[src/rtl/rand_out_serializer.sv]
// Host-facing TRNG output stage: divides ic_clk into slow_clk, samples host requests,
// pops one word from the seed or DRBG source and serializes it as 1/2/4 shorts on slow_clk rises.
module rand_out_serializer #(
  parameter int OUTPUT_WIDTH = 16,
  parameter int WORD_WIDTH   = 64,
  parameter int SLOW_DIV     = 4,
  parameter int TIMEOUT_CYC  = 400
) (
  input  logic                    ic_clk,
  input  logic                    top_reset,
  input  logic                    rand_req,
  input  logic [2:0]              rand_req_type,
  output logic                    slow_clk,
  output logic [OUTPUT_WIDTH-1:0] rand_byte,
  output logic                    rand_valid,
  input  logic [WORD_WIDTH-1:0]   seed_data,
  input  logic                    seed_valid,
  output logic                    seed_ready,
  input  logic [WORD_WIDTH-1:0]   drbg_data,
  input  logic                    drbg_valid,
  output logic                    drbg_ready,
  output logic                    busy,
  output logic                    err_timeout
);

  localparam int CW = $clog2(SLOW_DIV);
  localparam int TW = $clog2(TIMEOUT_CYC);
  localparam int OW = OUTPUT_WIDTH;

  typedef enum logic [1:0] {S_IDLE, S_FETCH, S_WAITRISE, S_SEND} state_t;

  state_t                  state_q;
  logic [CW-1:0]           cnt_q, cnt_d;
  logic [TW-1:0]           tcnt_q;
  logic [WORD_WIDTH-1:0]   shift_q;
  logic [2:0]              nshorts_q, sent_q;
  logic                    src_seed_q;
  logic                    slow_clk_q, rand_valid_q, seed_ready_q, drbg_ready_q, err_q;
  logic [OW-1:0]           rand_byte_q;
  logic                    rise, fall, accept;

  // RISE is the edge on which the counter wraps; FALL is the mid-period edge.
  assign rise   = (cnt_q == CW'(SLOW_DIV - 1));
  assign fall   = (cnt_q == CW'(SLOW_DIV / 2 - 1));
  assign accept = src_seed_q ? (seed_valid & seed_ready_q) : (drbg_valid & drbg_ready_q);

  always_comb begin
    cnt_d = rise ? '0 : cnt_q + CW'(1);
  end

  // NOTE: every register here, the word buffer included, is cleared by the async reset and
  // updated only with non-blocking assignments so all state moves together on one edge.
  always_ff @(posedge ic_clk or negedge top_reset) begin
    if (!top_reset) begin
      state_q      <= S_IDLE;
      cnt_q        <= '0;
      tcnt_q       <= '0;
      shift_q      <= '0;
      nshorts_q    <= '0;
      sent_q       <= '0;
      src_seed_q   <= 1'b0;
      slow_clk_q   <= 1'b0;
      rand_valid_q <= 1'b0;
      rand_byte_q  <= '0;
      seed_ready_q <= 1'b0;
      drbg_ready_q <= 1'b0;
      err_q        <= 1'b0;
    end else begin
      cnt_q <= cnt_d;
      if (rise)      slow_clk_q <= 1'b1;
      else if (fall) slow_clk_q <= 1'b0;

      case (state_q)
        S_IDLE: begin
          if (fall && rand_req && (rand_req_type <= 3'd5)) begin
            src_seed_q <= ~rand_req_type[0];
            nshorts_q  <= rand_req_type[2] ? 3'd4 : (rand_req_type[1] ? 3'd2 : 3'd1);
            tcnt_q     <= '0;
            state_q    <= S_FETCH;
          end
        end
        S_FETCH: begin
          if (accept) begin
            seed_ready_q <= 1'b0;
            drbg_ready_q <= 1'b0;
            shift_q      <= src_seed_q ? seed_data : drbg_data;
            state_q      <= S_WAITRISE;
          end else if (tcnt_q == TW'(TIMEOUT_CYC - 1)) begin
            seed_ready_q <= 1'b0;
            drbg_ready_q <= 1'b0;
            err_q        <= 1'b1;
            state_q      <= S_IDLE;
          end else begin
            seed_ready_q <= src_seed_q;
            drbg_ready_q <= ~src_seed_q;
            tcnt_q       <= tcnt_q + TW'(1);
          end
        end
        S_WAITRISE: begin
          // Entered after the accept edge, so a word taken on a RISE waits a full period.
          if (rise) begin
            rand_byte_q  <= shift_q[OW-1:0];
            rand_valid_q <= 1'b1;
            sent_q       <= 3'd1;
            state_q      <= S_SEND;
          end
        end
        S_SEND: begin
          if (rise) begin
            if (sent_q < nshorts_q) begin
              shift_q     <= shift_q >> OW;
              rand_byte_q <= shift_q[2*OW-1:OW];
              sent_q      <= sent_q + 3'd1;
            end else begin
              rand_valid_q <= 1'b0;
              rand_byte_q  <= '0;
              state_q      <= S_IDLE;
            end
          end
        end
        default: state_q <= S_IDLE;
      endcase
    end
  end

  assign slow_clk    = slow_clk_q;
  assign rand_byte   = rand_byte_q;
  assign rand_valid  = rand_valid_q;
  assign seed_ready  = seed_ready_q;
  assign drbg_ready  = drbg_ready_q;
  assign busy        = (state_q != S_IDLE);
  assign err_timeout = err_q;

endmodule

[config.mk]
export PLATFORM = sky130hd
export DESIGN_NAME = rand_out_serializer
export DESIGN_NICKNAME = d
export VERILOG_FILES = /design/src/rtl/rand_out_serializer.sv
export SDC_FILE = /design/constraint.sdc
export NUM_CORES = 1
export LEC_CHECK = 0
export BUFFER_PORTS_ARGS = -buffer_cell sky130_fd_sc_hd__clkbuf_2
export CAP_MARGIN = 15
export CORE_ASPECT_RATIO = 0.75
export CORE_MARGIN = 2
export CORE_UTILIZATION = 48
export CTS_CLUSTER_DIAMETER = 30
export CTS_CLUSTER_SIZE = 16
export DETAILED_ROUTE_END_ITERATION = 10
export PLACE_DENSITY = 0.77
export REMOVE_ABC_BUFFERS = 1
export SLEW_MARGIN = 20
export SYNTH_ARGS = -nofsm -noshare
export SYNTH_HDL_FRONTEND = slang
export SYNTH_SLANG_ARGS = --single-unit
[constraint.sdc]
create_clock -name ic_clk -period 1.7 [get_ports ic_clk]
set_input_delay 0.425 -clock ic_clk [delete_from_list [all_inputs] [get_ports ic_clk]]
set_output_delay 0.425 -clock ic_clk [all_outputs]
set_load 0.01 [all_outputs]
==> flow_summary.json <==
{
  "fin_setup_tns_ns": -8.89,
  "grt_max_degree": 65,
  "synthFlopType": "dfrtp_1",
  "firstDrtPassIters": 5,
  "final_cells": 863,
  "synth_edf_count": 0,
  "cap_violations": 0,
  "port_buffers": 157,
  "rsz0062_at_grt": "yes",
  "start_util_pct": 48.8,
  "seq_area_frac_synth_pct": 46.7,
  "globalRouteTotalUtil_pct": 24.8,
  "drv_slew": 0,
  "drt-total-wl_mm": 15.1,
  "grt_pass1_wl_mm": 24.3,
  "fp.dieW_um": 129,
  "antenna_cells": 0,
  "crit_type": "reg -> reg",
  "synth-seq-cells": 105,
  "synthCells": 519,
  "drcViolationCount": 0,
  "period_share_pct": 109,
  "drt_iter0_markers": 279,
  "worst_ep_required_time_ns": 1.93,
  "fmax_mhz": 540,
  "nets": 838,
  "grt-ovfl-total": 0,
  "setup_viol": 83,
  "ys_warn_count": 0,
  "numCtsBuffers": 9,
  "die_h_um": 97.8,
  "synth.most_common_cell": "dfrtp_1",
  "design.core.area_um2": 11500,
  "fin_crit_ns": 1.85,
  "yosysTopAreaCellShare_pct": 46.7,
  "worstSetupStartpointType": "flip-flop",
  "post-place-cells": 830,
  "ant_nets": 0,
  "cts.sinks": 105,
  "rows": 34,
  "gp_congestion": 0.810,
  "pwr_density_cell_nw_per_um2": 1760,
  "num_vias": 4770,
  "worst_pin_slew_ns": 0.533,
  "cp_max_fo": 8,
  "root_buffer": "clkbuf_16",
  "grt_pass1_vias": 4910,
  "clk_pin_slew_worst_paths_ns": 0.07,
  "ios": 158,
  "peakVddDrop_v": 0.000967,
  "whs_ns": 0.270,
  "clk_latency_ns": 0.35,
  "yosys.area.top_type": "dfrtp_1",
  "async_reset_ff_share_pct": 100,
  "syn_avg_cell_area_um2": 10.8,
  "drive_gt1_share_pct": 42.7,
  "h-tree-depth": 3,
  "clock_path_buffers": 2,
  "status": "finished, violations left",
  "finalHoldViolations": 0,
  "relSlewSlack_pct": 64.5,
  "arrival_ns": 2.08,
  "die-area_um2": 12600,
  "tritoncts": "done",
  "post-place-ws_ns": -0.234,
  "wire_per_inst_um": 17.5,
  "fin_ws_ns": -0.152,
  "grt_antenna_before_repair": 0,
  "min_path_type": "in -> reg",
  "synth_common_cells": "105 x dfrtp_1, 79 x nand2_1, 72 x o21ai_0, 66 x mux2i_1, 29 x mux2_2",
  "syn_to_final_growth_pct": 33.1,
  "dp_hpwl_mm": 9.97,
  "synth.area.top_cells": "dfrtp_1 47%, mux2i_1 12%, o21ai_0 6.4%",
  "skew_ns": 0.00827,
  "nFillCells": 854,
  "endpoint_kind": "flip-flop",
  "routed_via_density": 5.53,
  "power.leakage_nw": 3.53,
  "synthDistinctLibCells": 42,
  "violations": "setup timing",
  "synth_area_um2": 5630
}
## worst max-delay path: stages (launching register included)
cell and delay [ns]:
dfrtp_1 0.42, ha_4 0.27, a21oi_4 0.13, o21ai_2 0.09, o21ai_4 0.20, buf_6 0.16
buf_12 0.15, mux2_4 0.31
## flip-flops by register name, indices dropped and copies added, names as in the netlist, 2 cells and up, named ones only
name	flops
sent_q	3
nshorts_q	3
tcnt_q	9
rand_byte	16
cnt_q	2
shift_q	64
## report_power, final
part / switching (mW) / total, mW / internal [mW]
combinational: 3.09 / 6.79 / 3.71
sequential: 0.813 / 4.47 / 3.65
clock: 0.889 / 1.96 / 1.07
## cell families after synthesis
family | Yosys count | share of synthesized area [%]
buf+inv | 52 | 4.93
flops | 105 | 46.7
mux | 115 | 22.9
fa+ha+maj | 6 | 1.33
simple gates | 108 | 8.71
compound gates | 133 | 15.5
## metal layers
layer	vias up	global-route usage [%]	wire, um
li1	2223	-	-
met1	2347	31.6	6560
met2	170	42.1	7440
met3	30	4.60	739
met4	0	9.28	369
met5	-	0	0
## per-stage QoR
step	area, um2	utilization [%]	total power [mW]
finish	7490	65.0	13.2
global route	7490	65.0	14.0
CTS	7460	64.7	13.1
detailed placement	6720	58.2	9.80
global placement	6720	58.2	9.45
floorplan	5400	-	7.91
## repair_timing
item / in CTS / in global routing
endpoints found under the setup margin: 75 / 94
gates cloned: 5 / 0
gates resized for setup: 66 / 14
buffers inserted: 13 / 1
endpoints found under the hold margin: 21 / 0
hold buffers: 1 / 0
pin swaps: 9 / 1
## cells in the final DEF (no fill, tap or decap), types with 6 or more instances in the layout
master       n
clkbuf_2   156
dfrtp_1    102
nand2_1     78
o21ai_0     67
mux2i_1     66
mux2_4      43
buf_4       29
inv_1       11
o2bb2ai_1   11
a2bb2oi_2   11
clkbuf_16    9
buf_12       8
mux2_2       6
buf_6        6
## area by class of cell
type / instances / area, um2 / share of cell area (%)
multi-input cells: 362 / 2960 / 39.5
inverters: 12 / 45.0 / 0.601
repair buffers: 206 / 1380 / 18.4
clock buffers: 13 / 260 / 3.47
well taps: 162 / 203 / 2.70
flip-flops and latches: 105 / 2630 / 35.1
clock inverters: 3 / 15.0 / 0.200
## final timing paths
| check | to | cells after the start | slack, ns | startpoint |
|---|---|---|---|---|
| setup / recovery | shift_q[2] | 7 | -0.15 | sent_q[2] |
| hold / removal | src_seed_q | 2 | 0.27 | rand_req_type[0] |
| setup reg to reg | shift_q[2] | 7 | -0.15 | sent_q[2] |
| hold reg to reg | cnt_q[0] | 1 | 0.47 | cnt_q[0] |
| max in group asynchronous | shift_q[2] | 3 | 0.61 | top_reset |
| min in group asynchronous | shift_q[56] | 2 | 0.52 | top_reset |
(Power assumes the default switching activity.)
